`src/rtl/lsu_pkg.sv`:
```
//----------------------------------------------------------------------------
// Module      : lsu_pkg
// Description : Shared size codes, FSM encodings and legality helper for the
//               RISC-V load-store unit.
// Revision    : 1.0 - initial release
//----------------------------------------------------------------------------
`default_nettype none

package lsu_pkg;

    // funct3 size codes
    localparam logic [2:0] c_SZ_B  = 3'b000;
    localparam logic [2:0] c_SZ_H  = 3'b001;
    localparam logic [2:0] c_SZ_W  = 3'b010;
    localparam logic [2:0] c_SZ_BU = 3'b100;
    localparam logic [2:0] c_SZ_HU = 3'b101;

    localparam logic [1:0] c_ST_IDLE   = 2'd0;
    localparam logic [1:0] c_ST_ACCESS = 2'd1;
    localparam logic [1:0] c_ST_RESP   = 2'd2;

    localparam int c_WDOG_W = 16;

    // Unsigned sizes have no store form; H/W must be naturally aligned.
    function automatic logic lsu_legal(input logic       we,
                                       input logic [2:0] size,
                                       input logic [1:0] offset);
        logic ok;
        ok = 1'b0;
        case (size)
            c_SZ_B:  ok = 1'b1;
            c_SZ_BU: ok = !we;
            c_SZ_H:  ok = !offset[0];
            c_SZ_HU: ok = !we && !offset[0];
            c_SZ_W:  ok = (offset == 2'b00);
            default: ok = 1'b0;
        endcase
        return ok;
    endfunction

endpackage

`default_nettype wire

```
`src/rtl/lsu_load_align.sv`:
```
//----------------------------------------------------------------------------
// Module      : lsu_load_align
// Description : Shifts a memory word down to the addressed byte lane and
//               sign/zero-extends it according to the load size.
// Revision    : 1.0 - initial release
//----------------------------------------------------------------------------
`default_nettype none

module lsu_load_align
    import lsu_pkg::*;
(
    input  logic [31:0] i_word,
    input  logic [1:0]  i_offset,
    input  logic [2:0]  i_size,
    output logic [31:0] o_data
);

    logic [31:0] w_shifted;

    always_comb begin
        w_shifted = i_word >> {i_offset, 3'b000};
        case (i_size)
            c_SZ_B:  o_data = {{24{w_shifted[7]}}, w_shifted[7:0]};
            c_SZ_BU: o_data = {24'h000000, w_shifted[7:0]};
            c_SZ_H:  o_data = {{16{w_shifted[15]}}, w_shifted[15:0]};
            c_SZ_HU: o_data = {16'h0000, w_shifted[15:0]};
            default: o_data = w_shifted;
        endcase
    end

endmodule

`default_nettype wire

```
`src/rtl/riscv_lsu.sv`:
```
//----------------------------------------------------------------------------
// Module      : riscv_lsu
// Description : Load-store unit between the core data port and a req/ready
//               data memory; stalls the core, formats data, flags faults.
// Revision    : 1.0 - initial release
//----------------------------------------------------------------------------
`default_nettype none

module riscv_lsu
    import lsu_pkg::*;
#(
    parameter int ADDR_W  = 32,
    parameter int TIMEOUT = 255
) (
    input  logic              clk_i,
    input  logic              rst_i,
    input  logic              core_req_i,
    input  logic              core_we_i,
    input  logic [2:0]        core_size_i,
    input  logic [ADDR_W-1:0] core_addr_i,
    input  logic [31:0]       core_wd_i,
    output logic [31:0]       core_rd_o,
    output logic              core_stall_o,
    output logic              lsu_fault_o,
    output logic              mem_req_o,
    output logic              mem_we_o,
    output logic [3:0]        mem_be_o,
    output logic [ADDR_W-1:0] mem_addr_o,
    output logic [31:0]       mem_wd_o,
    input  logic [31:0]       mem_rd_i,
    input  logic              mem_ready_i
);

    localparam logic [c_WDOG_W-1:0] c_WDOG_LAST = c_WDOG_W'(TIMEOUT - 1);
    localparam logic [c_WDOG_W-1:0] c_WDOG_ONE  = c_WDOG_W'(1);
    localparam bit                  c_WDOG_EN   = (TIMEOUT != 0);

    logic [1:0]          r_state;
    logic [1:0]          w_state_nxt;
    logic                r_we;
    logic [2:0]          r_size;
    logic [ADDR_W-1:0]   r_addr;
    logic [3:0]          r_be;
    logic [31:0]         r_wd;
    logic [31:0]         r_rd;
    logic [c_WDOG_W-1:0] r_wdog;

    logic                w_legal;
    logic                w_start;
    logic                w_timeout;
    logic                w_access;
    logic [3:0]          w_be;
    logic [31:0]         w_wd;
    logic [31:0]         w_load_data;

    // Request decode; size[1:0] selects lane width for both signed and unsigned codes
    always_comb begin
        w_legal = lsu_legal(core_we_i, core_size_i, core_addr_i[1:0]);
        case (core_size_i[1:0])
            2'b00: begin
                w_be = 4'b0001 << core_addr_i[1:0];
                w_wd = {4{core_wd_i[7:0]}};
            end
            2'b01: begin
                w_be = 4'b0011 << {core_addr_i[1], 1'b0};
                w_wd = {2{core_wd_i[15:0]}};
            end
            default: begin
                w_be = 4'b1111;
                w_wd = core_wd_i;
            end
        endcase
    end

    always_comb begin
        w_state_nxt = r_state;
        w_start     = 1'b0;
        w_timeout   = 1'b0;
        case (r_state)
            c_ST_IDLE: begin
                if (core_req_i && w_legal) begin
                    w_start     = 1'b1;
                    w_state_nxt = c_ST_ACCESS;
                end
            end
            c_ST_ACCESS: begin
                if (mem_ready_i) begin
                    w_state_nxt = c_ST_RESP;
                end else if (c_WDOG_EN && (r_wdog == c_WDOG_LAST)) begin
                    w_timeout   = 1'b1;
                    w_state_nxt = c_ST_RESP;
                end
            end
            c_ST_RESP: w_state_nxt = c_ST_IDLE;
            default:   w_state_nxt = c_ST_IDLE;
        endcase
    end

    lsu_load_align u_load_align (
        .i_word   (mem_rd_i),
        .i_offset (r_addr[1:0]),
        .i_size   (r_size),
        .o_data   (w_load_data)
    );

    always_ff @(posedge clk_i or negedge rst_i) begin
        if (!rst_i) begin
            r_state <= c_ST_IDLE;
            r_we    <= 1'b0;
            r_size  <= 3'b000;
            r_addr  <= '0;
            r_be    <= 4'b0000;
            r_wd    <= 32'h0;
            r_rd    <= 32'h0;
            r_wdog  <= '0;
        end else begin
            r_state <= w_state_nxt;
            if (w_start) begin
                r_we   <= core_we_i;
                r_size <= core_size_i;
                r_addr <= core_addr_i;
                r_be   <= w_be;
                r_wd   <= w_wd;
                r_wdog <= '0;
            end else if (w_access) begin
                r_wdog <= r_wdog + c_WDOG_ONE;
            end
            if (w_access && mem_ready_i && !r_we) begin
                r_rd <= w_load_data;
            end
        end
    end

    assign w_access = (r_state == c_ST_ACCESS);

    // rst_i gating keeps combinational outputs quiet while the core is held in reset
    assign core_stall_o = rst_i && (w_start || w_access);
    assign lsu_fault_o  = rst_i && (((r_state == c_ST_IDLE) && core_req_i && !w_legal) || w_timeout);

    assign core_rd_o  = r_rd;
    assign mem_req_o  = w_access;
    assign mem_we_o   = w_access && r_we;
    assign mem_be_o   = w_access ? r_be : 4'b0000;
    assign mem_addr_o = w_access ? {r_addr[ADDR_W-1:2], 2'b00} : '0;
    assign mem_wd_o   = w_access ? r_wd : 32'h0;

endmodule

`default_nettype wire
```
`config.mk`:
```
export PLATFORM = sky130hd
export DESIGN_NAME = riscv_lsu
export DESIGN_NICKNAME = d
export VERILOG_FILES = /design/src/rtl/lsu_pkg.sv /design/src/rtl/lsu_load_align.sv /design/src/rtl/riscv_lsu.sv
export SDC_FILE = /design/constraint.sdc
export NUM_CORES = 1
export LEC_CHECK = 0
export CAP_MARGIN = 20
export CORE_UTILIZATION = 46
export DETAILED_ROUTE_END_ITERATION = 16
export PLACE_DENSITY = 0.81
export RECOVER_POWER = 100
export SYNTH_ARGS = -nofsm -noshare
export SYNTH_HDL_FRONTEND = slang
export SYNTH_SLANG_ARGS = --single-unit
```
`constraint.sdc`:
```
create_clock -name clk_i -period 4.1 [get_ports clk_i]
set_input_delay 1.23 -clock clk_i [delete_from_list [all_inputs] [get_ports clk_i]]
set_output_delay 1.23 -clock clk_i [all_outputs]
set_load 0.01 [all_outputs]
```
==> results of run 1 <==
[worst max path at each step]
| stage | start | to |
|---|---|---|
| floorplan | core_size_i[0] | core_stall_o |
| global placement | mem_ready_i | lsu_fault_o |
| detailed placement | mem_ready_i | lsu_fault_o |
| CTS | r_wdog[0]$_DFFE_PN0P_ | lsu_fault_o |
| global route | r_wdog[0]$_DFFE_PN0P_ | lsu_fault_o |
| finish | mem_ready_i | lsu_fault_o |
[placed cells by master, fill, tap and decap left out, types with 30 or more instances in the layout]
master,n
and2_0,31
dlygate4sd3_1,68
mux2i_1,40
and2_1,51
dfrtp_1,122
mux2_2,51
clkdlybuf4s50_1,134
o21ai_0,41
nand2_1,37
a21oi_1,30
nor2_1,48
[power groups by stage]
stage,combinational (mW),sequential [mW],clock (mW)
after floorplan,0.766,1.86,0
after global placement,1.56,1.84,0
after detailed placement,1.59,1.87,0
after CTS,1.60,1.85,1.58
after global routing,1.64,1.89,1.64
final,1.50,1.84,1.55
[critical path: cells and delay by family]
kind,cells,cell delay (ns)
and+or+nand+nor,2,0.73
buffers and inverters,2,0.59
AOI/OAI and AO/OA,1,0.19
[cell type report]
type	count	area share (%)
well taps	172	2.396
multi-input cells	428	32.77
inverters	5	0.2089
clock inverters	9	1.616
repair buffers	222	23.86
flip-flops and latches	122	33.98
clock buffers	22	5.167
[stage by stage]
step / instances / hold slack (ns) / power (mW) / setup slack [ns]
4_1_cts: 980 / 0.4799 / 5.029 / 0.02441
5_1_grt: 980 / 0.4967 / 5.171 / 0.04160
3_3_place_gp: 948 / 0.4545 / 3.398 / -0.2709
3_5_place_dp: 949 / 0.4685 / 3.462 / -0.2909
6_report: 980 / 0.4730 / 4.891 / 0.1352
2_1_floorplan: 596 / 0.4377 / 2.627 / 0.4784
[cell families (layout without fill, tap and decap cells)]
logic type / count (synthesis) / after routing / share of synthesized area (%)
and+or+nand+nor: 215 / 215 / 18.52
DFF: 122 / 122 / 49.61
AOI/OAI and AO/OA: 104 / 104 / 10.13
muxes: 94 / 94 / 16.75
buffers and inverters: 46 / 258 / 2.948
xor gates and xnor gates: 11 / 11 / 1.566
adders and majority gates: 2 / 2 / 0.4066
other: 1 / 2 / 0.06094
[state kept, by name, indices dropped and copies added, names as in the netlist]
signal and count:
core_rd_o 32, r_addr 32, r_be 4, r_size 3, r_state 2, r_wd 32
r_wdog 16, r_we 1
[per-layer routing]
metal,up-vias,wire [µm],GRT usage [%]
li1,2460,-,-
met5,-,24,0
met1,2580,6570,29.45
met2,186,8143,40.77
met4,4,306,10.26
met3,28,1308,8.866
[timing repair]
action                                  4_1_cts  5_1_grt
hold buffers                                  0        0
endpoints found under the setup margin        2        1
resized for setup                             5        1
==> parameters.txt, run 1 <==
Parameter                              Value

Run status
  Run status ... finished, violations left
  Failing checks ... max-capacitance violations, max-slew violations

STA
  Transition time at the pin with the least slew margin ... 1.919 ns
  Number of max-slew violations in the final report ... 219
  Sum of negative setup slack ... 0 ns
  Number of setup violations in the final report ... 0
  Final Critical Period ... 3.965 ns
  Largest clock skew in the final design ... 0.004538 ns
  Slew HR ... -27.96%
  Final Hold Viols ... 0
  RSZ-0062 raised after global routing ... false
  Fmax ... 252.2 MHz
  Crit share post-route ... 96.70%

Pwr
  Cell internal pwr ... 3.484 mW
  Logic gate share of total power ... 30.7%
  Net switching component of the power ... 1.406 mW
  Part of the power in the clock network ... 31.6%
  VDD IR max ... 0.0003198 V
  Switching part of the total power ... 28.76%
  Power density cells ... 544.4 mW/mm²
  Part of the power in registers ... 37.7%
  Reported leakage power ... 3.877 nW

Finish
  Growth of design area from synthesis to finish ... 45.99%
  Multi-input logic area ... 0.002944 mm²
  Net count reported at finish ... 902
  Sequential cell area ... 0.003053 mm²
  Fillers ... 965
  Fraction of layout instances using a drive strength above 1 ... 12.50%
  Final design utilization ... 70.05%
  Number of diodes ... 0
  Final instance area ... 0.008984 mm²

Critical path
  CP Max Fanout ... 3
  Type of the worst setup path ... in2out
  Maximum single-stage delay on the critical path ... 0.54 ns
  CP Launch Type ... input port
  Element type at the critical path end ... output pin
  Critical path required time ... 2.87 ns
  Critical R2R Capture ... core_rd_o[17]$_DFFE_PN0P_
  RR Startpoint ... r_state[1]$_DFFE_PN0P_
  Cell Chain, Critical Path ... clkdlybuf4s50_1, nand2b_1, or4_1, a21boi_2, clkbuf_2
  Critical path data arrival time ... 2.73 ns
  Internal reg-to-reg setup slack ... 1.17 ns
  Slowest-stage cell, CP ... or4_1
  Worst-case reg-to-reg path depth ... 6

Global routing
  Remaining global-route overflow ... 0
  Overall Global Routing Usage ... 24.84%
  Wire length of the first global-routing pass ... 27.24 mm
  Maximum number of pins on one net before global-route repair ... 107
  Via count of the first global-routing pass ... 5,415
  Antenna violations before repair ... 2

CTS
  # Post-CTS Setup Buffers ... 0
  Clock tree from TritonCTS ... built
  Clock latency of the later-clocked register in the worst-skew pair ... 0.41 ns
  H-tree Lvls ... 4
  Num Clock Sinks ... 122
  Clock transition at the registers of the reported paths ... 0.05 ns
  Master cell of the clock root buffer ... clkbuf_16
  Total clock buffers created by CTS ... 17
  Clk buf depth ... 2

Floorplan
  Die extent in x ... 117.7 µm
  Rows ... 41
  Die height ... 117.7 µm
  Starting Density ... 47.98%
  Area of the die ... 0.01384 mm²
  Core Region ... 0.01282 mm²
  Count of pins on the block boundary ... 208

Placed design
  Placed wire-length estimate ... 11.66 mm
  Quantity of I/O buffers inserted on ports ... 205
  Area of placed instances ... 0.008407 mm²
  Routability congestion estimate ... 0.9224

Detailed routing
  DR DRC count ... 0
  Final Routed Wirelength ... 16.35 mm
  Detail-routed via count per cell ... 5.365
  1st-iter DRT viols ... 293
  Wirelength per Cell ... 16.69 µm
  Number of optimization iterations in the first detailed-route pass ... 4
  Antenna viol nets, final ... 0
  Via count of the routed design ... 5,258

Flow run
  Max-capacitance violation count ... 3

Synthesis
  Area leader, netlist ... dfrtp_1
  Cell area after synthesis ... 0.006153 mm²
  Post-synthesis average cell area ... 10.34 µm²
  Most used flip-flop cell after synthesis ... dfrtp_1
  FFs w/ async S/R, synth ... 100.0%
  Top cell types by occurrence after synthesis ... 122 x dfrtp_1, 82 x and2_1, 52 x mux2_2, 48 x nor2_1
  Count of distinct cell types in the synthesized netlist ... 43
  Syn Inst Count ... 595
  Number of synthesized register bits ... 122
  Leading cell type by number of instances after synthesis ... dfrtp_1
  EDFF count, synth ... 0
  Top-area cell type share of the netlist area ... 49.61%
  Seq/Total Area, Yosys ... 49.61%
  Number of warnings issued by yosys ... 0
  Biggest area contributors in the synthesized netlist ... dfrtp_1 50%, mux2_2 9.5%, and2_1 8.3%, mux2i_1 6.5%, o21ai_0 3.3%

Hold path
  Path class of the lowest-slack min-delay path ... reg2reg
  Min-delay src ... r_wd[26]$_DFFE_PN0N_
  Hold-critical path depth ... 2
  Min-Delay Endpoint ... r_wd[26]$_DFFE_PN0N_
Note: power is estimated with default switching activity, not from simulation.
==> run 2: changes to the inputs <==
--- a/config.mk
+++ b/config.mk
@@ -6,10 +6,11 @@
 export NUM_CORES = 1
 export LEC_CHECK = 0
 export CAP_MARGIN = 20
-export CORE_UTILIZATION = 46
+export CORE_UTILIZATION = 47
 export DETAILED_ROUTE_END_ITERATION = 16
-export PLACE_DENSITY = 0.81
+export PLACE_DENSITY = 0.82
 export RECOVER_POWER = 100
 export SYNTH_ARGS = -nofsm -noshare
 export SYNTH_HDL_FRONTEND = slang
+export SYNTH_HIERARCHICAL = 1
 export SYNTH_SLANG_ARGS = --single-unit
==> run 2 against run 1 <==
Utilization decreased by 1.7 points. Sequential share of layout area fell by 0.28 points. Largest cell class unchanged. Via count rose by 4.1%. The run still ends with max-capacitance violations, max-slew violations left. Clock-buffer cell count shrank 1. Critical endpoint is now core_stall_o. Sequential power barely moved. Register-to-register slack gained 0.03 ns.
==> parameters.txt, run 2 <==
Parameter                              Value

Run status
  Run status ... finished, violations left
  Failing checks ... max-capacitance violations, max-slew violations

Floorplan
  Die height ... 118.5 µm (+0.71%)
  Count of pins on the block boundary ... 208 (unchanged)
  Area of the die ... 0.01404 mm² (+1.4%)
  Starting Density ... 48.17% (+0.19 points)
  Die extent in x ... 118.5 µm (+0.71%)
  Rows ... 42 (+2.4%)
  Core Region ... 0.01324 mm² (+3.3%)

Placed design
  Area of placed instances ... 0.008512 mm² (+1.3%)
  Placed wire-length estimate ... 11.69 mm (+0.25%)
  Routability congestion estimate ... 0.8634 (-6.4%)
  Quantity of I/O buffers inserted on ports ... 205 (unchanged)

Synthesis
  Biggest area contributors in the synthesized netlist ... dfrtp_1 48%, nand2_1 11%, mux2i_1 7.1%, and2_1 6.8%, mux2_2 5.5%
  EDFF count, synth ... 0 (unchanged)
  FFs w/ async S/R, synth ... 100.0% (unchanged)
  Post-synthesis average cell area ... 9.436 µm² (-8.8%)
  Number of warnings issued by yosys ... 6 (+6)
  Top cell types by occurrence after synthesis ... 185 x nand2_1, 122 x dfrtp_1, 69 x and2_1, 45 x mux2i_1, 32 x o21ai_0
  Number of synthesized register bits ... 122 (unchanged)
  Top-area cell type share of the netlist area ... 47.86% (-1.8 points)
  Cell area after synthesis ... 0.006379 mm² (+3.7%)
  Area leader, netlist ... dfrtp_1
  Count of distinct cell types in the synthesized netlist ... 49 (+14%)
  Most used flip-flop cell after synthesis ... dfrtp_1
  Leading cell type by number of instances after synthesis ... nand2_1
  Syn Inst Count ... 676 (+14%)
  Seq/Total Area, Yosys ... 47.86% (-1.8 points)

STA
  RSZ-0062 raised after global routing ... false
  Post-Route Hold Slack ... 0.4620 ns (-0.01103 ns)
  Largest clock skew in the final design ... 0.01390 ns (+0.009366 ns)
  Number of max-slew violations in the final report ... 145 (-34%)
  Fmax ... 251.6 MHz (-0.23%)
  Number of setup violations in the final report ... 0 (unchanged)
  Final Critical Period ... 3.974 ns (+0.009051 ns)
  Crit share post-route ... 96.92% (+0.22 points)
  Transition time at the pin with the least slew margin ... 1.836 ns (-0.08387 ns)
  Sum of negative setup slack ... 0 ns (unchanged)
  Slew HR ... -22.37% (+5.6 points)
  Final Hold Viols ... 0 (unchanged)

CTS
  Total clock buffers created by CTS ... 17 (unchanged)
  Clk buf depth ... 2 (unchanged)
  Clock transition at the registers of the reported paths ... 0.05 ns (about the same)
  H-tree Lvls ... 4 (unchanged)
  Master cell of the clock root buffer ... clkbuf_16
  Clock tree from TritonCTS ... built
  Clock latency of the later-clocked register in the worst-skew pair ... 0.41 ns (about the same)
  Num Clock Sinks ... 122 (unchanged)

Pwr
  Design Power ... 4.756 mW (-2.8%)
  Cell internal pwr ... 3.296 mW (-5.4%)
  Logic gate share of total power ... 31.6% (+0.9 points)
  Reported leakage power ... 4.349 nW (+12%)
  Part of the power in the clock network ... 30.3% (-1.3 points)
  Switching part of the total power ... 30.69% (+1.9 points)
  Part of the power in registers ... 38.2% (+0.5 points)
  VDD IR max ... 0.0003094 V (-3.3%)
  Net switching component of the power ... 1.460 mW (+3.8%)
  Power density cells ... 525.1 mW/mm² (-3.5%)

Detailed routing
  1st-iter DRT viols ... 364 (+24%)
  Antenna viol nets, final ... 0 (unchanged)
  Final Routed Wirelength ... 17.20 mm (+5.2%)
  Via count of the routed design ... 5,475 (+4.1%)
  Number of optimization iterations in the first detailed-route pass ... 4 (unchanged)
  Detail-routed via count per cell ... 5.146 (-4.1%)
  DR DRC count ... 0 (unchanged)
  Wirelength per Cell ... 16.16 µm (-3.1%)

Global routing
  Maximum number of pins on one net before global-route repair ... 112 (+4.7%)
  Antenna violations before repair ... 0 (-2)
  Wire length of the first global-routing pass ... 28.23 mm (+3.6%)
  Overall Global Routing Usage ... 25.69% (+0.86 points)
  Via count of the first global-routing pass ... 5,457 (+0.78%)
  Remaining global-route overflow ... 0 (unchanged)

Finish
  Number of diodes ... 0 (unchanged)
  Final instance area ... 0.009057 mm² (+0.82%)
  Fillers ... 1,090 (+13%)
  Growth of design area from synthesis to finish ... 42.00%
  Most common cell after layout, fill and taps aside ... nand2_1
  Net count reported at finish ... 983 (+9.0%)
  Leading cell types in the layout, fill and taps excluded ... 185 x nand2_1, 122 x dfrtp_1, 99 x clkdlybuf4s50_1, 99 x dlygate4sd3_1, 68 x and2_1
  Fraction of layout instances using a drive strength above 1 ... 10.47% (-2.0 points)

Critical path
  CP delay by family, top ... buffers and inverters
  Type of the worst setup path ... in2out
  Most used cell along the critical path ... buf_4
  CP Max Fanout ... 2 (-1)
  Critical path data arrival time ... 2.74 ns (about the same)
  Beginning of the critical path ... core_size_i[1]
  Slowest-stage cell, CP ... clkdlybuf4s50_1
  Cell Chain, Critical Path ... clkdlybuf4s50_1, a221oi_2, buf_4, buf_4, o21ai_4, nand2_1, and2_1, dlygate4sd2_1
  Critical path buffers and inverters ... 4 (+2)
  RR Startpoint ... r_state[1]$_DFFE_PN0P_
  CP Launch Type ... input port
  Element type at the critical path end ... output pin
  Critical path required time ... 2.87 ns (about the same)
  Maximum single-stage delay on the critical path ... 0.43 ns (-0.11 ns)

Flow run
  Max-capacitance violation count ... 2 (-1)

Hold path
  Min-delay src ... r_addr[20]$_DFFE_PN0N_
  Path class of the lowest-slack min-delay path ... reg2reg
==> run 2: path summary, 6_finish.rpt <==
| check | end | slack (ns) | cells after the start |
|---|---|---|---|
| worst min-delay path | r_addr[20]$_DFFE_PN0N_ | 0.46 | 2 |
| worst max register to register | core_rd_o[11]$_DFFE_PN0P_ | 1.20 | 4 |
| worst min register to register | r_addr[20]$_DFFE_PN0N_ | 0.46 | 2 |
| worst max-delay path | core_stall_o | 0.13 | 8 |
| max in group asynchronous | core_rd_o[16]$_DFFE_PN0P_ | 1.29 | 3 |
| min in group asynchronous | r_wd[23]$_DFFE_PN0N_ | 0.88 | 2 |
==> run 2: what timing repair did <==
| action | 4_1_cts | 5_1_grt |
|---|---|---|
| setup endpoints to repair | 2 | 1 |
| hold buffers | 0 | 0 |
| pin swaps | 2 | 0 |
| setup buffers | 1 | 0 |
| endpoints found under the hold margin | 0 | 0 |
| gates resized for setup | 5 | 2 |
==> run 2: worst min-delay path, stage by stage, from the launching register on <==
cell and delay, ns:
dfrtp_1 0.33, nand2_1 0.05, nand2_1 0.05
==> run 2: logic make-up after synthesis <==
logic type | synth area share, %
and+or+nand+nor | 23.91
AOI/OAI and AO/OA | 9.670
muxes | 12.71
adders and majority gates | 0.3922
xor gates and xnor gates | 0.4120
buffers and inverters | 4.982
DFF | 47.86
other | 0.05879
==> run 2: per-stage QoR <==
stage | std cells | setup WS [ns] | util, %
CTS | 1064 | 0.007616 | 68.58
floorplan | 677 | 0.6645 | -
finish | 1064 | 0.1262 | 68.40
global route | 1064 | 0.04820 | 68.40
detailed placement | 1033 | -0.2095 | 64.28
global placement | 1033 | -0.1544 | 64.28
==> run 2: power by group through the flow <==
stage	registers, mW	clock network, mW	logic (mW)
6_report	1.81	1.44	1.50
5_1_grt	1.87	1.53	1.65
4_1_cts	1.82	1.47	1.60
3_5_place_dp	1.84	0	1.59
3_3_place_gp	1.82	0	1.57
2_1_floorplan	1.84	0	0.811
==> run 2: metal layers <==
layer	track usage (%)	share of wire [%]
met1	33.15	43
met2	39.71	47
met3	10.18	9.6
met4	7.832	1.3
met5	0	0
==> run 2: cell type report <==
cell class	count	area (µm²)	area share, %
Sequential cell	122	3053	33.71
Inverter	4	15.01	0.1658
Clock buffer	21	470.5	5.194
Multi-Input combinational cell	507	3010	33.24
Tap cell	176	220.2	2.431
Clock inverter	9	97.59	1.077
Timing Repair Buffer	225	2191	24.19
